===== config.mk =====
export PLATFORM = sky130hd
export DESIGN_NAME = arbitro_fifo
export DESIGN_NICKNAME = d
export VERILOG_FILES = /design/src/rtl/arbitro_fifo_pkg.sv /design/src/rtl/arbitro_fifo_rr_grant.sv /design/src/rtl/arbitro_fifo.sv
export SDC_FILE = /design/constraint.sdc
export NUM_CORES = 1
export LEC_CHECK = 0
export CAP_MARGIN = 20
export CORE_MARGIN = 1
export CORE_UTILIZATION = 30
export DETAILED_ROUTE_END_ITERATION = 12
export PLACE_DENSITY_LB_ADDON = 0.3
export REMOVE_ABC_BUFFERS = 1
export SLEW_MARGIN = 25
export SYNTH_ARGS = -nofsm -noshare
export SYNTH_HDL_FRONTEND = slang
export SYNTH_SLANG_ARGS = --single-unit
export TNS_END_PERCENT = 5

===== constraint.sdc =====
create_clock -name clk -period 1.5 [get_ports clk]
set_clock_uncertainty 0.05 [all_clocks]
set_input_delay 0.3 -clock clk [delete_from_list [all_inputs] [get_ports clk]]
set_output_delay 0.3 -clock clk [all_outputs]
set_load 0.01 [all_outputs]

===== src/rtl/arbitro_fifo_pkg.sv =====
`default_nettype none
// ============================================================================
// Module      : arbitro_fifo_pkg
// Description : Shared types and constants for the arbitro_fifo router.
// Revision    : 1.0 - initial release
// ============================================================================
package arbitro_fifo_pkg;

  // Number of input and output FIFOs; tied to the 2-bit destination field.
  localparam int c_NUM_PORTS = 4;
  // Width of the destination field carried in each word.
  localparam int c_DEST_W    = 2;

  // Arbiter sequencing: one word moves through POP -> CAPT -> PUSH -> WAIT.
  typedef enum logic [2:0] {
    ST_ARB  = 3'd0,
    ST_POP  = 3'd1,
    ST_CAPT = 3'd2,
    ST_PUSH = 3'd3,
    ST_WAIT = 3'd4
  } state_t;

endpackage
`default_nettype wire


===== src/rtl/arbitro_fifo_rr_grant.sv =====
`default_nettype none
// ============================================================================
// Module      : arbitro_fifo_rr_grant
// Description : Combinational rotate-priority encoder. Returns the first set
//               request bit searching upward from i_rr_ptr, wrapping 3->0.
// Revision    : 1.0 - initial release
// ============================================================================
module arbitro_fifo_rr_grant
  import arbitro_fifo_pkg::*;
(
  input  logic [c_NUM_PORTS-1:0] i_req,
  input  logic [1:0]             i_rr_ptr,
  output logic [1:0]             o_grant,
  output logic                   o_valid
);

  logic [1:0] w_idx;

  // Scan from the farthest offset down so the nearest request to the pointer wins.
  always_comb begin
    o_grant = 2'd0;
    o_valid = 1'b0;
    w_idx   = 2'd0;
    for (int k = c_NUM_PORTS - 1; k >= 0; k--) begin
      w_idx = i_rr_ptr + 2'(k);
      if (i_req[w_idx]) begin
        o_grant = w_idx;
        o_valid = 1'b1;
      end
    end
  end

endmodule
`default_nettype wire


===== src/rtl/arbitro_fifo.sv =====
`default_nettype none
// ============================================================================
// Module      : arbitro_fifo
// Description : Round-robin router between 4 input FIFOs and 4 output FIFOs.
//               Pops one word, decodes its destination field and pushes it
//               into the matching output FIFO. Stalls new grants while any
//               output FIFO reports Pausa. All outputs are decoded from
//               registered state only.
// Revision    : 1.0 - initial release
// ============================================================================
module arbitro_fifo
  import arbitro_fifo_pkg::*;
#(
  parameter int DATA_WIDTH = 6,
  parameter int DEST_LSB   = 4,
  parameter int NUM_PORTS  = c_NUM_PORTS
) (
  input  logic                            clk,
  input  logic                            reset_L,
  input  logic [NUM_PORTS-1:0]            fifo_empty_in,
  input  logic [NUM_PORTS*DATA_WIDTH-1:0] data_in,
  input  logic [NUM_PORTS-1:0]            pausa_out,
  output logic [NUM_PORTS-1:0]            pop,
  output logic [NUM_PORTS-1:0]            push,
  output logic [DATA_WIDTH-1:0]           data_out,
  output logic                            idle
);

  state_t                r_state;
  state_t                w_state_nxt;
  logic [1:0]            r_rr_ptr;
  logic [1:0]            r_grant;
  logic [c_DEST_W-1:0]   r_dest;
  logic [DATA_WIDTH-1:0] r_data;

  logic [NUM_PORTS-1:0]  w_req;
  logic [1:0]            w_rr_grant;
  logic                  w_rr_valid;
  logic [DATA_WIDTH-1:0] w_sel_word;

  // Any Pausa anywhere blocks every new grant, regardless of destination.
  assign w_req      = ~fifo_empty_in & {NUM_PORTS{pausa_out == '0}};
  assign w_sel_word = data_in[int'(r_grant) * DATA_WIDTH +: DATA_WIDTH];

  arbitro_fifo_rr_grant u_rr_grant (
    .i_req    (w_req),
    .i_rr_ptr (r_rr_ptr),
    .o_grant  (w_rr_grant),
    .o_valid  (w_rr_valid)
  );

  // State, grant, pointer and captured-word registers.
  always_ff @(posedge clk) begin
    if (!reset_L) begin
      r_state  <= ST_ARB;
      r_rr_ptr <= 2'd0;
      r_grant  <= 2'd0;
      r_dest   <= '0;
      r_data   <= '0;
    end else begin
      r_state <= w_state_nxt;
      if ((r_state == ST_ARB) && w_rr_valid) begin
        r_grant <= w_rr_grant;
      end
      if (r_state == ST_CAPT) begin
        r_data <= w_sel_word;
        r_dest <= w_sel_word[DEST_LSB +: c_DEST_W];
      end
      if (r_state == ST_PUSH) begin
        r_rr_ptr <= r_grant + 2'd1;
      end
    end
  end

  // Next-state sequencing plus Moore output decode from registered state.
  always_comb begin
    w_state_nxt = ST_ARB;
    pop         = '0;
    push        = '0;
    data_out    = r_data;
    idle        = 1'b0;
    case (r_state)
      ST_ARB: begin
        idle        = 1'b1;
        w_state_nxt = w_rr_valid ? ST_POP : ST_ARB;
      end
      ST_POP: begin
        pop[r_grant] = 1'b1;
        w_state_nxt  = ST_CAPT;
      end
      ST_CAPT: begin
        w_state_nxt = ST_PUSH;
      end
      ST_PUSH: begin
        push[r_dest] = 1'b1;
        w_state_nxt  = ST_WAIT;
      end
      // One dead cycle lets the lagging empty/Pausa flags catch up.
      ST_WAIT: begin
        w_state_nxt = ST_ARB;
      end
      default: begin
        w_state_nxt = ST_ARB;
      end
    endcase
  end

endmodule
`default_nettype wire


==> reports/results.ini, run 1 <==
[synthesis]
synth-compound-area-share_pct=13.1
yosysSeqAreaShare_pct=28.3
synth_top_family_by_area=simple AND/OR/NAND/NOR gates
synth_cells=89
synthesis.area_um2=918
post_synth_mux_area_share_pct=17.8
yosysWarningCount=0
synth_xor_area_share_pct=0.954
ys_ff_latch=13
syn_avg_cell_area_um2=10.3
yosys.area_share.simple_pct=26.3
synthAdderAreaFrac_pct=5.45
synth_cell_types=32

[sta]
timing.final.crit_share_pct=99.9
rsz0062_at_grt=yes
fmax_ghz=0.668
slew_headroom_pct=82.6
final-hold-violation-count=0
slew_violations=0
tightest_slew_ps=261
setup_viol=0
min_period_ps=1500

[worst_setup_path]
end_kind=output port
reg2reg_depth=3
required_ps=1150
worstSetupPathType=register to output port
crit_arrival_ps=1150
cp_max_fo=4
crit_path_start_kind=register

[route]
ant_nets=0
routed_wl_um=2530
vias_per_cell=4.99
drcViolationCount=6
drt_iter0_drc=23
wl_per_cell_um=13.5
drt_pass1_iterations=8
vias=933

[floorplanning]
initial_utilization_pct=32.5
core_area_um2=2830
die_h_um=57.3
die_x_um=57.3
io_pins=49
rows=19
die-area_um2=3290

[global_route]
grt_pass1_vias=936
grt_antenna_before_repair=0
met2_usage_pct=32.1
grt_busiest_layer=met2
overflow=0
grt_util_met1_pct=18.0
use_met3_pct=2.04
grt_max_degree=8
grtUsageTotal_pct=16.9
grt_pass1_wl_um=4150

[power]
p_leak_nw=0.677
vdd_drop_max_mv=0.231
pwr_density_cell_nw_per_um2=508

[final_layout]
insertedDiodeCount=0
final_area_um2=1540
area_delta_synth_final_pct=67.4
final_nets=195
layoutNonFillerInstCount=187
drive_gt1_share_pct=34.0

[min_path]
min_path_type=register to register
hold_depth=2

[clocking]
cts_tree=yes
cts_htree_levels=1
ctsLongestPathBuffers=2
clk_pin_slew_worst_paths_ps=80
cts_buffers=3
clkSinkCount=13
clock_latency_ps=280
holdBufCountCts=0
cts-root-buf=clkbuf_4

[place]
io_buffer_count=48
globalplace.congestion=0.754
place_area_um2=1500
dp.cells=180
place_hpwl_um=1990

[flow_run]
max_cap_viol_count=0

[outcome]
status=finished with violations
failed_checks=DRC

[cell usage after synthesis]
master / instances / area, um2
a21boi_0: 1 / 7.51
a21oi_1: 2 / 10.0
a31o_2: 1 / 8.76
a31oi_1: 1 / 6.26
and2_1: 2 / 12.5
and3_1: 6 / 37.5
and3b_2: 1 / 10.0
buf_6: 1 / 11.3
clkbuf_8: 4 / 55.1
dfxtp_1: 13 / 260
ha_1: 4 / 50.1
inv_1: 2 / 7.51
mux2i_1: 1 / 10.0
mux4_1: 5 / 131
mux4_2: 1 / 22.5
nand2_1: 13 / 48.8
nand2b_1: 2 / 12.5
nand3b_1: 1 / 7.51
nand4_1: 3 / 18.8
nor2_1: 6 / 22.5
nor2b_1: 3 / 18.8
nor3_1: 1 / 5.00
nor3_2: 1 / 10.0
nor3b_4: 1 / 18.8
nor4_2: 1 / 12.5
o21a_1: 1 / 7.51
o221a_2: 1 / 11.3
o2bb2ai_1: 6 / 52.6
o31ai_1: 1 / 7.51
o32ai_1: 1 / 8.76
or2_2: 1 / 6.26
xnor2_1: 1 / 8.76
[layout make-up]
type | instances | area [um2]
Tap cell | 31 | 38.8
Multi-Input combinational cell | 69 | 608
Timing Repair Buffer | 68 | 578
Sequential cell | 13 | 277
Inverter | 2 | 10.0
Fill cell | 261 | 1290
Clock buffer | 4 | 26.3
[where the power goes]
part,switching [W],internal [W],total (W)
Clock,0.000111,0.000103,0.000214
Combinational,0.0000660,0.000140,0.000206
Sequential,0.0000100,0.000351,0.000361
Total,0.000187,0.000594,0.000781
[per-layer routing]
metal | vias to the layer above | share of wire, %
met5 | - | 0
met4 | 0 | 2.1
met3 | 4 | 3.8
met2 | 25 | 56
met1 | 434 | 38
li1 | 470 | -
[worst paths after layout]
check,start,to,slack (ps)
min,data_out[3],data_out[3],410
max reg2reg,r_grant[0],data_out[1],100
min reg2reg,data_out[3],data_out[3],410
max,r_state[1],push[3],2
[metrics by stage]
stage	power (W)	hold WS, ps	util, %	setup slack, ps	setup TNS (ps)
6_report	0.000781	407	54.4	1.99	0
5_1_grt	0.000823	425	54.4	-71.9	-324
4_1_cts	0.000795	408	53.7	-59.0	-66.5
3_5_place_dp	0.000580	399	53.0	-157	-1240
3_3_place_gp	0.000573	395	53.0	-126	-905
2_1_floorplan	0.000430	372	-	106	0
[sequential cells by signal (all words and copies together), names as in the netlist]
signal / count
r_grant: 2
r_state: 3
r_rr_ptr: 2
data_out: 4
r_dest: 2
[placed cells by master, fill, tap and decap left out, drive strengths merged]
master / count
nor4: 1
nand2: 13
a21oi: 2
or2: 1
o32ai: 1
o21a: 1
a31oi: 1
mux2i: 1
nor2: 6
dlygate4sd2: 6
clkbuf: 4
buf: 29
clkdlybuf4s50: 33
nor2b: 3
nor3: 2
xnor2: 1
inv: 2
and2: 2
mux4: 6
o2bb2ai: 6
a31o: 1
nand3b: 1
o31ai: 1
and3b: 1
and3: 6
nand4: 3
ha: 4
a21boi: 1
o221a: 1
nand2b: 2
nor3b: 1
dfxtp: 13
[worst max-delay path, cell delays in order, from the launching register on]
cell,delay [ps]
dfxtp_4,370
and3b_2,220
and3_1,160
buf_2,130
[cell families (layout without fill, tap and decap cells)]
| family | count (synthesis) | count (layout) |
|---|---|---|
| multiplexers | 7 | 7 |
| buffers and inverters | 7 | 74 |
| AND/OR/NAND/NOR | 42 | 42 |
| AO/OA/AOI/OAI | 15 | 15 |
| adder cells (fa/ha/maj) | 4 | 4 |
| XOR/XNOR | 1 | 1 |
| flip-flops | 13 | 13 |
[what timing repair did]
item,CTS,global route
hold endpoints to repair,0,0
pin swaps,2,1
setup endpoints to repair,15,9
cloned,0,0
gates resized for setup,53,8
buffers inserted,2,1
No activity file was read; power rests on OpenSTA's default activity.
==> run 2: changes to the inputs <==
--- a/config.mk
+++ b/config.mk
@@ -8,6 +8,7 @@
 export CAP_MARGIN = 20
 export CORE_MARGIN = 1
 export CORE_UTILIZATION = 30
+export CTS_CLUSTER_SIZE = 8
 export DETAILED_ROUTE_END_ITERATION = 12
 export PLACE_DENSITY_LB_ADDON = 0.3
 export REMOVE_ABC_BUFFERS = 1
==> results of run 2 <==
Same layout as run 1: the final DEF is identical, and so are final timing and power.
